===== config.mk =====
export PLATFORM = sky130hd
export DESIGN_NAME = rr_resource_arbiter
export DESIGN_NICKNAME = d
export VERILOG_FILES = /design/src/rtl/rr_resource_arbiter.sv
export SDC_FILE = /design/constraint.sdc
export NUM_CORES = 1
export LEC_CHECK = 0
export CORE_MARGIN = 1
export CORE_UTILIZATION = 51
export DETAILED_ROUTE_END_ITERATION = 7
export GPL_TIMING_DRIVEN = 0
export PLACE_DENSITY = 0.83
export SYNTH_ARGS = -nofsm -noshare
export SYNTH_HDL_FRONTEND = slang
export SYNTH_SLANG_ARGS = --single-unit

===== constraint.sdc =====
create_clock -name clk -period 2 [get_ports clk]
set_clock_uncertainty 0.1 [all_clocks]
set_input_delay 0.6 -clock clk [delete_from_list [all_inputs] [get_ports clk]]
set_output_delay 0.6 -clock clk [all_outputs]
set_load 0.005 [all_outputs]

===== src/rtl/rr_resource_arbiter.sv =====
// Round-robin arbiter sharing one resource among N_REQ requesters: registered one-hot
// grant, hold-limit with forced release and blocking, and one idle bubble per handover.
module rr_resource_arbiter #(
  parameter int N_REQ    = 4,
  parameter int MAX_HOLD = 8
) (
  input  logic                     clk,
  input  logic                     reset,
  input  logic [N_REQ-1:0]         req,
  output logic [N_REQ-1:0]         gnt,
  output logic [$clog2(N_REQ)-1:0] gnt_id,
  output logic                     busy,
  output logic                     timeout
);

  localparam int ID_W  = $clog2(N_REQ);
  localparam int CNT_W = $clog2(MAX_HOLD);

  typedef enum logic [0:0] {
    S_IDLE  = 1'b0,
    S_GRANT = 1'b1
  } state_e;

  state_e             state_q, state_d;
  logic [N_REQ-1:0]   gnt_q, gnt_d;
  logic [ID_W-1:0]    gnt_id_q, gnt_id_d;
  logic               busy_q, busy_d;
  logic               timeout_q, timeout_d;
  logic [ID_W-1:0]    ptr_q, ptr_d;
  logic [CNT_W-1:0]   hold_cnt_q, hold_cnt_d;
  logic [N_REQ-1:0]   blocked_q, blocked_d;

  logic [N_REQ-1:0]   eligible_s;
  logic [ID_W-1:0]    cand_s;
  logic [ID_W-1:0]    pick_s;
  logic               found_s;

  function automatic logic [ID_W-1:0] wrap_inc(input logic [ID_W-1:0] v);
    if (v == ID_W'(N_REQ - 1)) begin
      return '0;
    end else begin
      return v + ID_W'(1);
    end
  endfunction

  // Next-state logic: rotating priority search in IDLE, hold/release decisions in GRANT.
  always_comb begin
    state_d    = state_q;
    gnt_d      = gnt_q;
    gnt_id_d   = gnt_id_q;
    busy_d     = busy_q;
    timeout_d  = 1'b0;
    ptr_d      = ptr_q;
    hold_cnt_d = hold_cnt_q;
    // A requester that lets go of its request earns back eligibility.
    blocked_d  = blocked_q & req;
    eligible_s = req & ~blocked_q;
    cand_s     = '0;
    pick_s     = '0;
    found_s    = 1'b0;

    for (int k = 0; k < N_REQ; k++) begin
      cand_s = ID_W'((int'(ptr_q) + k) % N_REQ);
      if (!found_s && eligible_s[cand_s]) begin
        found_s = 1'b1;
        pick_s  = cand_s;
      end else begin
        found_s = found_s;
      end
    end

    case (state_q)
      S_IDLE: begin
        if (found_s) begin
          state_d    = S_GRANT;
          gnt_d      = {{(N_REQ-1){1'b0}}, 1'b1} << pick_s;
          gnt_id_d   = pick_s;
          busy_d     = 1'b1;
          hold_cnt_d = '0;
        end else begin
          gnt_d  = '0;
          busy_d = 1'b0;
        end
      end
      S_GRANT: begin
        if (!req[gnt_id_q]) begin
          state_d = S_IDLE;
          gnt_d   = '0;
          busy_d  = 1'b0;
          ptr_d   = wrap_inc(gnt_id_q);
        end else if (hold_cnt_q == CNT_W'(MAX_HOLD - 1)) begin
          state_d   = S_IDLE;
          gnt_d     = '0;
          busy_d    = 1'b0;
          timeout_d = 1'b1;
          blocked_d = blocked_d | gnt_q;
          ptr_d     = wrap_inc(gnt_id_q);
        end else begin
          hold_cnt_d = hold_cnt_q + CNT_W'(1);
        end
      end
      default: begin
        state_d = S_IDLE;
        gnt_d   = '0;
        busy_d  = 1'b0;
      end
    endcase
  end

  // State and output registers with synchronous reset.
  always_ff @(posedge clk) begin
    if (reset) begin
      state_q    <= S_IDLE;
      gnt_q      <= '0;
      gnt_id_q   <= '0;
      busy_q     <= 1'b0;
      timeout_q  <= 1'b0;
      ptr_q      <= '0;
      hold_cnt_q <= '0;
      blocked_q  <= '0;
    end else begin
      state_q    <= state_d;
      gnt_q      <= gnt_d;
      gnt_id_q   <= gnt_id_d;
      busy_q     <= busy_d;
      timeout_q  <= timeout_d;
      ptr_q      <= ptr_d;
      hold_cnt_q <= hold_cnt_d;
      blocked_q  <= blocked_d;
    end
  end

  assign gnt     = gnt_q;
  assign gnt_id  = gnt_id_q;
  assign busy    = busy_q;
  assign timeout = timeout_q;

endmodule


==> impl_metrics.py <==
metrics = {
    "placed_design": {
        "gp_congestion": 0.902,
        "post-place-ws_ps": -359,
        "place.port_buffers": 13,
        "dp_hpwl_mm": 1.31,
    },
    "pwr": {
        "intPower_w": 0.000519,
        "power.density_nw_per_um2": 660,
        "pwr-share-clk": 0.249,
        "power_w": 0.000704,
        "p_seq_frac": 0.558,
        "power_leakage_nw": 0.409,
        "p_sw_frac": 0.263,
        "p_sw_w": 0.000185,
        "ir_drop_mv": 0.424,
        "combPwrFrac": 0.193,
    },
    "synthesis": {
        "synthTopCellsByCount": "18 x dfxtp_1, 15 x nand2_1, 9 x nand2b_1",
        "yosysTopAreaCell": "dfxtp_1",
        "synth_most_common_cell": "dfxtp_1",
        "synth_top_area_frac": 0.404,
        "post_synth.cell_area_avg_sq_um": 9.58,
        "syn_nets": 102,
        "ys_ff_latch": 18,
        "synth_area_sq_um": 891,
        "yosys_warnings": 0,
        "async_reset_ff_frac": 0,
        "synth-edff-count": 0,
        "synth-main-ff-cell": "dfxtp_1",
        "ys_seq_area_frac": 0.404,
        "synth_cell_types": 34,
        "synth_top_cells_by_area": "dfxtp_1 40%, nand2_1 6.3%, nand2b_1 6.3%",
        "synth_cells": 93,
    },
    "sta": {
        "period_minus_slack_ps": 1950,
        "slew_violations": 0,
        "fin_ws_ps": 53.3,
        "rsz0062_at_grt": "false",
        "setup_violations": 0,
        "tightest_slew_ps": 425,
        "fmax_mhz": 514,
        "finalHoldViolations": 0,
        "slew_headroom": 0.712,
        "fin_crit_sh": 0.973,
    },
    "worst_setup_path": {
        "cpPeakStageDelay_ps": 530,
        "rrSetupSlack_ps": 270,
        "worstSetupEndpointType": "output pin",
        "critical_path_class": "flip-flop to output pin",
        "r2r_cells": 5,
        "r2r-start": "gnt_id[0]",
        "critPathMaxFanout": 5,
        "crit_chain": "clkdlybuf4s50_1",
        "path_buf_inv": 1,
        "cp-start-kind": "flip-flop",
        "cp_top_family": "buffers and inverters",
        "crit_required_ps": 1300,
        "r2r_end": "blocked_q[0]",
        "crit_slowest_cell": "clkdlybuf4s50_1",
        "cp.arrival_ps": 1250,
    },
    "global_routing": {
        "grt_max_degree": 11,
        "grt_usage": 0.201,
        "grt_overflow": 0,
        "grt_pass1_vias": 652,
        "antenna_found_initial": 0,
        "grt_pass1_wl_mm": 2.81,
    },
    "route": {
        "vias": 712,
        "wire_per_inst_um": 13.9,
        "antenna_left": 0,
        "viasPerCell": 5.70,
        "drc_errors": 2,
        "totalWireLength_mm": 1.73,
        "drtPass1Iterations": 6,
        "drt-initial-drc-count": 12,
    },
    "clocking": {
        "cts_tree": "done",
        "cts_num_sinks": 18,
        "clockRootBuffer": "clkbuf_4",
        "cts_max_path_buffers": 2,
        "clk_latency_ps": 290,
        "h-tree-depth": 1,
        "clk_pin_slew_worst_paths_ps": 100,
        "cts_made_buffers": 3,
    },
    "outcome": {
        "outcome": "finished with violations",
        "violations": "design-rule violations",
    },
    "min_path": {
        "hold_class": "flip-flop to flip-flop",
        "hp-start": "blocked_q[3]",
        "hold_path_end": "blocked_q[3]",
        "hold_depth": 2,
    },
    "die": {
        "coreArea_sq_um": 1580,
        "fp.dieH_um": 43.8,
        "dieArea_sq_um": 1920,
        "start_util": 0.565,
        "ios": 14,
        "die_w_um": 43.8,
        "num_rows": 14,
    },
    "finish": {
        "utilization": 0.676,
        "diodes": 0,
        "drive_gt1_frac": 0.101,
        "layout.nets": 120,
        "area_growth_pct": 19.7,
    },
    "flow_run": {
        "drv_cap": 0,
    },
}
## placed cells by master, fill, tap and decap left out, types with 4 or more instances in the layout
cell type         n
nand2b_1          9
dlygate4sd2_1     4
nand2_1          15
a21oi_1           7
o32ai_1           4
dfxtp_1          18
clkdlybuf4s50_1   9
o21ai_1           4
## worst register-to-register path, stage by stage, from the launching register on
cell and delay [ps]:
dfxtp_1 430, mux4_2 600, and4b_1 200, buf_2 140, nand2_1 80, o21ai_1 60
## registers in the layout, summed over array words and instances (netlist names)
register and cells:
blocked_q 4, gnt 4, hold_cnt_q 3, gnt_id 2
ptr_q 2, busy 1, state_q 1, timeout 1
## timing repair
item,4_1_cts,5_1_grt
hold endpoints to repair,0,0
gates resized for setup,5,0
endpoints found under the setup margin,8,0
setup buffers,0,0
hold buffers,0,0
## logic make-up (layout without fill, tap and decap cells)
| logic type | Yosys count | in the layout | synth area share |
|---|---|---|---|
| flip-flops | 18 | 18 | 0.404 |
| buffers and inverters | 5 | 21 | 0.0520 |
| adder cells (fa/ha/maj) | 3 | 3 | 0.0421 |
| multiplexers | 3 | 3 | 0.0478 |
| AND/OR/NAND/NOR | 42 | 42 | 0.285 |
| AO/OA/AOI/OAI | 22 | 22 | 0.169 |
## power by group through the flow
stage               logic [W]  registers [W]  clock network (W)
floorplan           0.0000859       0.000398                  0
global placement     0.000134       0.000400                  0
detailed placement   0.000136       0.000400                  0
CTS                  0.000136       0.000392           0.000177
global route         0.000147       0.000395           0.000195
finish               0.000136       0.000392           0.000175
## metrics by stage
stage          cells  area (sq um)  TNS (ps)  hold slack (ps)
2_1_floorplan     93           891         0              330
3_3_place_gp     122          1040     -4710              342
3_5_place_dp     122          1040     -4870              351
4_1_cts          125          1070         0              365
5_1_grt          125          1070         0              384
6_report         125          1070         0              359
## worst max path at each step
stage,start,end,slack [ps],depth (start not counted)
after CTS,gnt_id[0],gnt_id[0],40,1
after global routing,gnt_id[0],gnt_id[0],3,1
after detailed placement,req[2],ptr_q[0],-360,5
final,gnt_id[0],gnt_id[0],50,1
after global placement,req[2],blocked_q[0],-350,6
after floorplan,req[3],ptr_q[0],250,4
## metal layers
metal | vias up | global-route usage | wire, um
met3 | 4 | 0.0250 | 62
met4 | 0 | 0.113 | 34
met1 | 328 | 0.271 | 871
met5 | - | 0 | 0
li1 | 367 | - | -
met2 | 13 | 0.307 | 765
## cell type report
cell class	instances	area, sq um
Clock buffer	3	22.5
Buffer	4	42.5
Sequential cell	18	360
Tap cell	16	20.0
Multi-Input combinational cell	70	492
Timing Repair Buffer	13	125
Fill cell	137	510
Inverter	1	3.75
No activity file was read; power rests on OpenSTA's default activity.
